File: src/rtl/lib_pkg.sv
// Shared types for the load/store path: LSU state encoding, access sizes and
// the alignment rule used when a request is accepted.
package lib_pkg;

    typedef enum logic [1:0] {
        IDLE   = 2'd0,
        ACCESS = 2'd1,
        RESP   = 2'd2
    } lsu_state_t;

    typedef enum logic [1:0] {
        BYTE  = 2'd0,
        HALF  = 2'd1,
        WORD  = 2'd2,
        DWORD = 2'd3
    } mem_size_t;

    // An access of 2^size bytes must start on a 2^size byte boundary.
    function automatic logic is_misaligned(input logic [2:0] addr_lo, input mem_size_t size);
        case (size)
            BYTE:    return 1'b0;
            HALF:    return addr_lo[0] != 1'b0;
            WORD:    return addr_lo[1:0] != 2'b00;
            default: return addr_lo != 3'b000;
        endcase
    endfunction

endpackage

File: src/rtl/lsu_extend.sv
// Load data alignment: pick the addressed bytes out of a full memory word and
// sign- or zero-extend them to the data width.
module lsu_extend
    import lib_pkg::*;
#(
    parameter int WIDTH = 32
) (
    input  logic [WIDTH-1:0]             data,
    input  logic [$clog2(WIDTH/8)-1:0]   offset,
    input  mem_size_t                    size,
    input  logic                         is_unsigned,
    output logic [WIDTH-1:0]             ext
);

    logic [WIDTH-1:0] shifted;
    logic [WIDTH-1:0] keep_mask;
    logic             sign_bit;

    always_comb begin
        shifted   = data >> {offset, 3'b000};
        keep_mask = '0;
        sign_bit  = 1'b0;
        case (size)
            BYTE: begin
                keep_mask[7:0] = '1;
                sign_bit       = shifted[7];
            end
            HALF: begin
                keep_mask[15:0] = '1;
                sign_bit        = shifted[15];
            end
            WORD: begin
                keep_mask[31:0] = '1;
                sign_bit        = shifted[31];
            end
            default: begin
                keep_mask = '1;
                sign_bit  = 1'b0;
            end
        endcase
        ext = (shifted & keep_mask) | ((sign_bit && !is_unsigned) ? ~keep_mask : '0);
    end

endmodule

File: src/rtl/lsu.sv
// Load/store unit: accepts one core request at a time, performs a single
// aligned data-memory access and returns aligned, extended load data.
module lsu
    import lib_pkg::*;
#(
    parameter int WIDTH = 32,
    parameter int DADDR = 16
) (
    input  logic               clk,
    input  logic               reset_n,
    input  logic               req_valid,
    output logic               req_ready,
    input  logic               req_we,
    input  logic [1:0]         req_size,
    input  logic               req_unsigned,
    input  logic [DADDR-1:0]   req_addr,
    input  logic [WIDTH-1:0]   req_wdata,
    output logic               rsp_valid,
    output logic [WIDTH-1:0]   rsp_rdata,
    output logic               rsp_misalign,
    output logic               busy,
    output logic               dmem_req,
    input  logic               dmem_ack,
    output logic [DADDR-1:0]   dmem_addr,
    output logic [WIDTH-1:0]   dmem_wdata,
    output logic [WIDTH/8-1:0] dmem_wr_en,
    input  logic [WIDTH-1:0]   dmem_rdata
);

    localparam int NB   = WIDTH / 8;
    localparam int OFFW = $clog2(NB);

    lsu_state_t       state_reg;
    logic             we_reg;
    mem_size_t        size_reg;
    logic             uns_reg;
    logic [DADDR-1:0] addr_reg;
    logic [WIDTH-1:0] wdata_reg;
    logic [WIDTH-1:0] rdata_reg;
    logic             misalign_reg;

    logic             req_bad;
    logic [OFFW-1:0]  offset;
    logic [NB-1:0]    lane_base;
    logic [WIDTH-1:0] load_ext;

    assign req_bad = is_misaligned(req_addr[2:0], mem_size_t'(req_size))
                     || (req_size == 2'd3 && WIDTH == 32);

    always_ff @(posedge clk) begin
        if (!reset_n) begin
            state_reg    <= IDLE;
            we_reg       <= 1'b0;
            size_reg     <= BYTE;
            uns_reg      <= 1'b0;
            addr_reg     <= '0;
            wdata_reg    <= '0;
            rdata_reg    <= '0;
            misalign_reg <= 1'b0;
        end else begin
            case (state_reg)
                IDLE: begin
                    if (req_valid) begin
                        we_reg       <= req_we;
                        size_reg     <= mem_size_t'(req_size);
                        uns_reg      <= req_unsigned;
                        addr_reg     <= req_addr;
                        wdata_reg    <= req_wdata;
                        misalign_reg <= req_bad;
                        state_reg    <= req_bad ? RESP : ACCESS;
                    end
                end
                ACCESS: begin
                    if (dmem_ack) begin
                        rdata_reg <= dmem_rdata;
                        state_reg <= RESP;
                    end
                end
                default: state_reg <= IDLE;
            endcase
        end
    end

    assign offset    = addr_reg[OFFW-1:0];
    assign lane_base = NB'((32'd1 << (32'd1 << 32'(size_reg))) - 32'd1);

    assign req_ready    = (state_reg == IDLE);
    assign busy         = (state_reg != IDLE);
    assign dmem_req     = (state_reg == ACCESS);
    assign dmem_addr    = {addr_reg[DADDR-1:OFFW], {OFFW{1'b0}}};
    assign dmem_wr_en   = (state_reg == ACCESS && we_reg) ? (lane_base << offset) : '0;
    assign rsp_valid    = (state_reg == RESP);
    assign rsp_misalign = (state_reg == RESP) && misalign_reg;
    assign rsp_rdata    = (state_reg == RESP && !we_reg && !misalign_reg) ? load_ext : '0;

    // Each byte lane carries the store byte that would land there for any
    // legal offset of the current access size.
    for (genvar gi = 0; gi < NB; gi++) begin : g_lane
        assign dmem_wdata[gi*8 +: 8] =
            (size_reg == BYTE) ? wdata_reg[7:0] :
            (size_reg == HALF) ? wdata_reg[(gi % 2)*8 +: 8] :
            (size_reg == WORD) ? wdata_reg[(gi % 4)*8 +: 8] :
                                 wdata_reg[gi*8 +: 8];
    end

    lsu_extend #(.WIDTH(WIDTH)) u_extend (
        .data        (rdata_reg),
        .offset      (offset),
        .size        (size_reg),
        .is_unsigned (uns_reg),
        .ext         (load_ext)
    );

endmodule
File: config.mk
export PLATFORM = sky130hd
export DESIGN_NAME = lsu
export DESIGN_NICKNAME = d
export VERILOG_FILES = /design/src/rtl/lib_pkg.sv /design/src/rtl/lsu_extend.sv /design/src/rtl/lsu.sv
export SDC_FILE = /design/constraint.sdc
export NUM_CORES = 1
export LEC_CHECK = 0
export ABC_CLOCK_PERIOD_IN_PS = 1600
export CAP_MARGIN = 30
export CORE_MARGIN = 1
export CORE_UTILIZATION = 40
export DETAILED_ROUTE_END_ITERATION = 10
export PLACE_DENSITY = 0.84
export SETUP_SLACK_MARGIN = 0.05
export SLEW_MARGIN = 20
export SYNTH_ARGS = -nofsm -noshare
export SYNTH_HDL_FRONTEND = slang
export SYNTH_SLANG_ARGS = --single-unit
File: constraint.sdc
create_clock -name clk -period 1.6 [get_ports clk]
set_input_delay 0.16 -clock clk [delete_from_list [all_inputs] [get_ports clk]]
set_output_delay 0.16 -clock clk [all_outputs]
set_load 0.01 [all_outputs]
==> results of run 1 <==
[cell type report]
cell class / count / area (um^2)
Clock buffer: 11 / 243
Clock inverter: 5 / 66.3
Fill cell: 775 / 3420
Inverter: 3 / 11.3
Multi-Input combinational cell: 424 / 2720
Sequential cell: 87 / 1750
Tap cell: 140 / 175
Timing Repair Buffer: 267 / 2590
[synthesized netlist by cell type (2+ instances only)]
cell type	number	share of area
and2_1	4	0.0055
a21oi_1	12	0.013
o21ai_0	18	0.020
buf_4	24	0.039
nor2_1	14	0.011
nand2_1	197	0.16
dfxtp_1	87	0.38
mux2_2	17	0.042
nor2b_1	11	0.015
a21boi_0	85	0.14
buf_6	2	0.0049
clkbuf_1	23	0.019
buf_1	6	0.0049
buf_2	17	0.019
nor3_1	4	0.0044
mux2i_1	24	0.052
a211oi_1	23	0.038
inv_1	3	0.0025
[cell families after synthesis]
group,count (synthesis),share of synthesized area
AND/OR/NAND/NOR,237,0.215
AO/OA/AOI/OAI,143,0.219
flip-flops,87,0.380
buffers and inverters,75,0.0890
multiplexers,41,0.0942
XOR/XNOR,1,0.00191
other,1,0.000819
[layer usage]
metal / vias up / share of wire / routed length, um
met5: - / 0 / 0
met4: 0 / 0.044 / 738
met3: 60 / 0.083 / 1390
met2: 240 / 0.48 / 7980
met1: 2347 / 0.40 / 6660
li1: 2330 / - / -
[timing repair]
action                                  in CTS  in global routing
hold buffers                                 0                  0
buffers inserted                            33                 13
cloned                                       2                  1
pin swaps                                    6                 11
endpoints found under the setup margin      69                 78
gates resized for setup                    340                 79
[path summary, 6_finish.rpt]
kind	slack (ps)	endpoint	startpoint	cells past startpoint
worst max-delay path	-730	rsp_rdata[12]	state_reg[0]	7
worst min-delay path	280	wdata_reg[3]	reset_n	2
worst max register to register	30	uns_reg	state_reg[0]	7
worst min register to register	460	rdata_reg[2]	rdata_reg[2]	2
[power by group]
part / switching, W / internal, W
registers: 0.0000927 / 0.00229
logic: 0.000695 / 0.000868
clock network: 0.000908 / 0.00127
total: 0.00170 / 0.00442
[critical path, cell delays in order, from the launching register on]
cell     delay [ps]
dfxtp_2         330
or4b_4          590
buf_6           150
nor3_4          190
o21ai_4         120
buf_12          180
a21oi_4         150
buf_6           120
[through the flow]
| step | total power (W) | cells | hold slack [ps] | utilization |
|---|---|---|---|---|
| 2_1_floorplan | 0.00303 | 586 | 305 | - |
| 3_3_place_gp | 0.00364 | 879 | 447 | 0.608 |
| 3_5_place_dp | 0.00368 | 879 | 455 | 0.608 |
| 4_1_cts | 0.00606 | 930 | 278 | 0.677 |
| 5_1_grt | 0.00636 | 937 | 300 | 0.689 |
| 6_report | 0.00612 | 937 | 280 | 0.689 |
==> qor.yml, run 1 <==
num_vias: 4977
cts.path.max_buffers: 2
rsz0062_at_grt: "yes"
fin_worst_skew_ps: 3.66
path_max_fanout: 23
synth_seq_cells: 87
io_pins: 177
ys_types: 32
place_area_um2: 6680
die_x_um: 109
status: "complete, but fails checks"
critPathCaptureType: "output port"
syn_to_final_growth_pct: 65.1
use_met1: 0.338
grt_pass1_vias: 4851
place_hpwl_um: 10600
dieArea_um2: 11900
wire_per_inst_um: 17.9
syn_area_per_cell_um2: 7.83
power_density_nw_per_um2: 809
max_freq_mhz: 429
finalNetCount: 880
hold_viol_final: 0
synth.yosys.seq_area_share: 0.380
setup_violations: 51
final_common_cell: "nand2_1"
h-tree-depth: 3
use_met3: 0.0777
detailedPlace.worstSlack_ps: -700
grt_pass1_wl_um: 25100
violations: "setup timing"
rows: 38
drive_gt1_frac: 0.297
place.gp.congestion: 0.873
crit_type: "flip-flop to output port"
via_per_inst: 5.31
drt_wl_total_um: 16800
maxCapViolCount: 0
cts_made_buffers: 9
yosys_warnings: 0
syn-cell-area_um2: 4580
synth_ff_type: "dfxtp_1"
grt_use_met2: 0.444
clkLatencyLatePin_ps: 330
syn_inst: 585
synth_edf_count: 0
cp_data_required_time_ps: 1440
async_reset_ff_frac: 0
antenna_cells: 0
globalRoute.busiestLayer: "met2"
cts_root_buf: "clkbuf_16"
chipHeight_um: 109
drtPass1Iterations: 5
tns_ps: -22850
p_leak_nw: 3.08
grt_max_degree: 42
initial_core_util: 0.417
drt_iter0_drc: 392
ant_nets: 0
route.detailed.drc: 0
fin_area_um2: 7560
antenna_found_initial: 0
path_clk_slew_ps: 60
grt-ovfl-total: 0
coreArea_um2: 11000
arrival_ps: 2170
track_usage: 0.276
period_share: 1.46
critPathLaunchType: "flip-flop"
cts.sinks: 87
cts_tree: "done"
port_buffers: 174
finalWorstSetupSlack_ps: -731
final_cell_mix: "nand2_1 (195), clkdlybuf4s50_1 (108), dfxtp_1 (81)"
period_needed_ps: 2330
hp-class: "input pin to flip-flop"
drv_slew: 0
ir_drop_v: 0.000555
Power figures use the tool's default switching activity.
==> inputs of run 2 (changes only) <==
Settings changed: CORE_MARGIN 1 to unset.
==> results of run 2 <==
The final DEF is identical to that of run 1; final timing and power are the same.
